$ cat src/rtl/square_accum.sv
// Accumulates a run of 1..16 unsigned squares from an upstream squarer and
// presents the final sum until a consumer takes it.
module square_accum #(
  parameter int ACC_W = 20
) (
  input  logic             clk,
  input  logic             rst_n,
  input  logic             start,
  input  logic [3:0]       len,
  input  logic             clear,
  input  logic             in_valid,
  input  logic [15:0]      sq_in,
  output logic             in_ready,
  input  logic             out_ready,
  output logic [ACC_W-1:0] sum_out,
  output logic             sum_valid,
  output logic [4:0]       count,
  output logic             busy,
  output logic [1:0]       fsm_state
);

  // Handshake: a sample transfers on a rising edge where in_valid & in_ready;
  // the result transfers on a rising edge where sum_valid & out_ready.
  // Both ready/valid outputs are pure decodes of the registered state.

  typedef enum logic [1:0] {
    IDLE  = 2'd0,
    ACCUM = 2'd1,
    DONE  = 2'd2
  } state_t;

  state_t           state, state_nxt;
  logic [ACC_W-1:0] sum_r, sum_nxt;
  logic [4:0]       count_r, count_nxt;
  logic [4:0]       target_r, target_nxt;
  logic [4:0]       count_inc;
  logic             accept;

  assign in_ready  = (state == ACCUM);
  assign sum_valid = (state == DONE);
  assign busy      = (state != IDLE);
  assign sum_out   = sum_r;
  assign count     = count_r;
  assign fsm_state = state;

  assign accept    = in_valid && in_ready;
  assign count_inc = count_r + 5'd1;

  always_ff @(posedge clk or negedge rst_n) begin
    if (!rst_n) begin
      state    <= IDLE;
      sum_r    <= '0;
      count_r  <= '0;
      target_r <= 5'd16;
    end else begin
      state    <= state_nxt;
      sum_r    <= sum_nxt;
      count_r  <= count_nxt;
      target_r <= target_nxt;
    end
  end

  always_comb begin
    state_nxt  = state;
    sum_nxt    = sum_r;
    count_nxt  = count_r;
    target_nxt = target_r;
    if (clear) begin
      state_nxt = IDLE;
      sum_nxt   = '0;
      count_nxt = '0;
    end else begin
      unique case (state)
        IDLE: begin
          if (start) begin
            // A length field of zero encodes a full run of sixteen.
            target_nxt = (len == 4'd0) ? 5'd16 : {1'b0, len};
            sum_nxt    = '0;
            count_nxt  = '0;
            state_nxt  = ACCUM;
          end
        end
        ACCUM: begin
          if (accept) begin
            sum_nxt   = sum_r + ACC_W'(sq_in);
            count_nxt = count_inc;
            if (count_inc == target_r) state_nxt = DONE;
          end
        end
        DONE: begin
          if (out_ready) state_nxt = IDLE;
        end
        default: begin
          state_nxt = IDLE;
        end
      endcase
    end
  end

endmodule

$ cat config.mk
export PLATFORM = sky130hd
export DESIGN_NAME = square_accum
export DESIGN_NICKNAME = d
export VERILOG_FILES = /design/src/rtl/square_accum.sv
export SDC_FILE = /design/constraint.sdc
export NUM_CORES = 1
export LEC_CHECK = 0
export ABC_AREA = 1
export CORE_MARGIN = 2
export CORE_UTILIZATION = 51
export DETAILED_ROUTE_END_ITERATION = 8
export PLACE_DENSITY_LB_ADDON = 0.05
export REMOVE_ABC_BUFFERS = 1
export SLEW_MARGIN = 20
export SYNTH_ARGS = -nofsm -noshare
export SYNTH_HDL_FRONTEND = slang
export SYNTH_SLANG_ARGS = --single-unit
$ cat constraint.sdc
create_clock -name clk -period 2.5 [get_ports clk]
set_input_delay 0.5 -clock clk [delete_from_list [all_inputs] [get_ports clk]]
set_output_delay 0.5 -clock clk [all_outputs]
set_load 0.05 [all_outputs]
==> summary.md <==
| Metric | Value |
|---|---|
| Run status | `completed` |
| CTS sink count | `32` |
| Top routing layer used | `met4` |
| First-pass GRT wire length | `about 10 mm` |
| Core box area | `approximately 4700 um2` |
| Largest area contributor in the netlist | `dfrtp_1` |
| CP Data Required Time | `2000 ps` |
| Worst-path clk slew | `approximately 70 ps` |
| Sequential area share after synthesis | `between 30% and 40%` |
| Global Route Usage Sum | `between 20% and 30%` |
| CTS tree | `built` |
| Layout area overhead | `29.5%` |
| Setup_tns | `0 ps` |
| Clock root buffer | `clkbuf_8` |
| Post-cts resize count | `0` |
| Input/output buffers | `55` |
| Fin cells | `485` |
| Routed via count | `2566` |
| Fin crit period | `roughly 2300 ps` |
| Tcrit/Tclk final | `about nine tenths` |
| Proportion of synthesized area in mux cells | `0%` |
| Hold Path Class | `flop to flop` |
| Post-Syn Area per Cell | `approximately 6.7 um2` |
| Row count | `25` |
| Per-cell routed wire length | `~13 um` |
| Peak supply drop | `roughly 0.00036 V` |
| Met2 Wirelength | `2.72 mm` |
| CP max FO | `5` |
| Max cap viols | `0` |
| DR WL met3 | `roughly 320 um` |
| Simple-Gate Fraction of Synth Area | `between 30% and 40%` |
| Synth area leaders | `dfrtp_1, nand2_1, ha_1` |
| Largest net degree at the start of global routing | `33` |
| H-tree depth | `2` |
| Ant diodes | `0` |
| Unrepaired setup endpoints after global routing | `false` |
| HPWL after DPL | `4.69 mm` |
| Initial antenna violation count | `0` |
| Compound-gate portion of the synthesized area | `11.4%` |
| Antenna Nets Post-Route | `0` |
| Filler cell count | `about 420` |
| # DRC | `0` |
| Setup Buffers After CTS | `0` |
| Lkg Pwr | `between 1.5 and 2 nW` |
| Multi-input logic area | `approximately 1500 um2` |
| Largest family of logic cells by synthesized area | `simple AND/OR/NAND/NOR gates` |
| Power per cell area | `between 500 and 600 nW/um2` |
| CP endpoint kind | `primary output` |
| Die X | `~73 um` |
| Finished Core Util | `between 60% and 70%` |
| Vias per cell | `about 5.3` |
| Worst Tran Pin Value | `~540 ps` |
| Final Skew | `about 3.8 ps` |
| Final setup vio count | `0` |
| Post-synthesis cell count | `between 300 and 400` |
| Register area | `~800 um2` |
| Gr ovfl total | `0` |
| Library cells used by synthesis | `31` |
| Nets | `about 470` |
| F_max | `437 MHz` |
| Hold-fix buffers, CTS | `0` |
| Vias in the first global route | `between 2k and 2.5k` |
| IO Pins | `56` |
| XOR/XNOR Fraction of Synth Area | `under 10%` |
| Met1 Wirelength | `about 3 mm` |
| CP arrival | `1790 ps` |
| Starting density of the core | `52.4%` |
| GPL Wtd Cong | `0.848` |
| Inst Count DP | `about 480` |
| Router iterations before antenna repair | `4` |
| Layout cells sized above 1 | `a little under 6%` |
| Setup CP Type | `flop to primary output` |
| Synth Cell Area | `about 2500 um2` |
| Slew headroom | `a little under two thirds` |
| Maximum clock path buffer count | `2` |
| Total Wirelength | `a little over 6 mm` |
| DRT iter0 DRCs | `between 200 and 250` |
| Final Max Slew Viols | `0` |
| Hold Fails Final Rpt | `0` |
| Area share of the largest cell type after synthesis | `roughly a third` |
| TritonCTS buffer count | `5` |
| Fraction of the mapped netlist area in adder cells | `9.47%` |
| Crit start category | `flop` |
| Die height | `~73 um` |
| Worst skew pair latency | `between 200 and 300 ps` |
| Register-to-register setup slack | `around 540 ps` |
| Flops & latches, synth | `32` |
| Die area | `5390 um2` |
| Warning count from the yosys run | `0` |
routing by layer:
layer | track usage, % | up-vias
met3 | 4.53 | 10
met2 | 37.6 | 84
met1 | 34.7 | 1151
li1 | - | 1321
met5 | 0 | -
met4 | 7.68 | 0
registers in the layout, summed over array words and instances, names as in the netlist:
signal / flops
target_r: 5
count: 5
sum_out: 20
fsm_state: 2
placed cells by master, fill, tap and decap left out:
master	n
a21boi_0	1
a21oi_1	23
a21oi_2	1
a22o_2	3
and2_1	3
and3_1	1
buf_4	4
bufinv_16	1
clkbuf_8	5
clkdlybuf4s50_1	55
clkinv_2	1
clkinvlp_4	1
dfrtp_1	31
dfstp_2	1
fa_1	1
ha_1	17
inv_1	38
inv_2	2
nand2_1	136
nand2_2	2
nand3_1	30
nand3b_1	3
nand4_1	3
nor2_1	38
nor2_4	1
nor3_1	2
nor3_4	1
nor3b_1	1
o21ai_0	15
o21ai_2	1
o21bai_1	1
o22ai_1	2
o31ai_1	2
or2_2	1
xnor2_1	2
xor2_1	1
cell type report:
type                    instances  area share, %
flip-flops and latches         32           25.2
multi-input cells             292           46.2
inverters                      40           4.72
clock inverters                 3           1.34
well taps                      54           2.12
repair buffers                 59           18.2
clock buffers                   5           2.16
worst max-delay path: stages (launching register included):
cell	delay [ps]
dfrtp_1	470
nor2_1	90
inv_1	120
clkdlybuf4s50_1	820
power by group:
part | internal [mW] | leakage [nW] | switching, mW | total [mW]
logic | 0.260 | 1.17 | 0.481 | 0.740
clock network | 0.295 | 0.0541 | 0.213 | 0.508
registers | 0.573 | 0.430 | 0.0514 | 0.625
cell families after synthesis:
group,count (synthesis)
buf+inv,43
flops,32
simple gates,222
compound gates,49
xor+xnor,3
fa+ha+maj,18
synth_stat cells, drive strengths merged:
master / n
a21boi: 1
a21oi: 24
a22o: 3
and2: 3
and3: 1
buf: 3
dfrtp: 31
dfstp: 1
fa: 1
ha: 17
inv: 40
nand2: 138
nand3: 30
nand3b: 3
nand4: 3
nor2: 39
nor3: 3
nor3b: 1
o21ai: 16
o21bai: 1
o22ai: 2
o31ai: 2
or2: 1
xnor2: 2
xor2: 1
worst paths after layout:
kind / from / endpoint / cells after the start
max: fsm_state[1]$_DFFE_PN0P_ / busy / 3
min: target_r[3]$_DFFE_PN0P_ / target_r[3]$_DFFE_PN0P_ / 2
max reg2reg: sum_out[0]$_DFFE_PN0P_ / sum_out[8]$_DFFE_PN0P_ / 9
min reg2reg: target_r[3]$_DFFE_PN0P_ / target_r[3]$_DFFE_PN0P_ / 2
max in group asynchronous: rst_n / target_r[4]$_DFFE_PN1P_ / 2
min in group asynchronous: rst_n / sum_out[7]$_DFFE_PN0P_ / 2
per-stage QoR:
| stage | power [mW] | setup WS [ps] | hold WS, ps | instance area [um2] |
|---|---|---|---|---|
| after floorplan | 1.12 | 407 | 204 | 2420 |
| after global placement | 1.36 | 70.0 | 488 | 3070 |
| after detailed placement | 1.37 | 31.6 | 497 | 3070 |
| after CTS | 1.88 | 210 | 513 | 3180 |
| after global routing | 1.98 | 118 | 535 | 3180 |
| final | 1.87 | 214 | 505 | 3180 |
No activity file was read; power rests on OpenSTA's default activity.
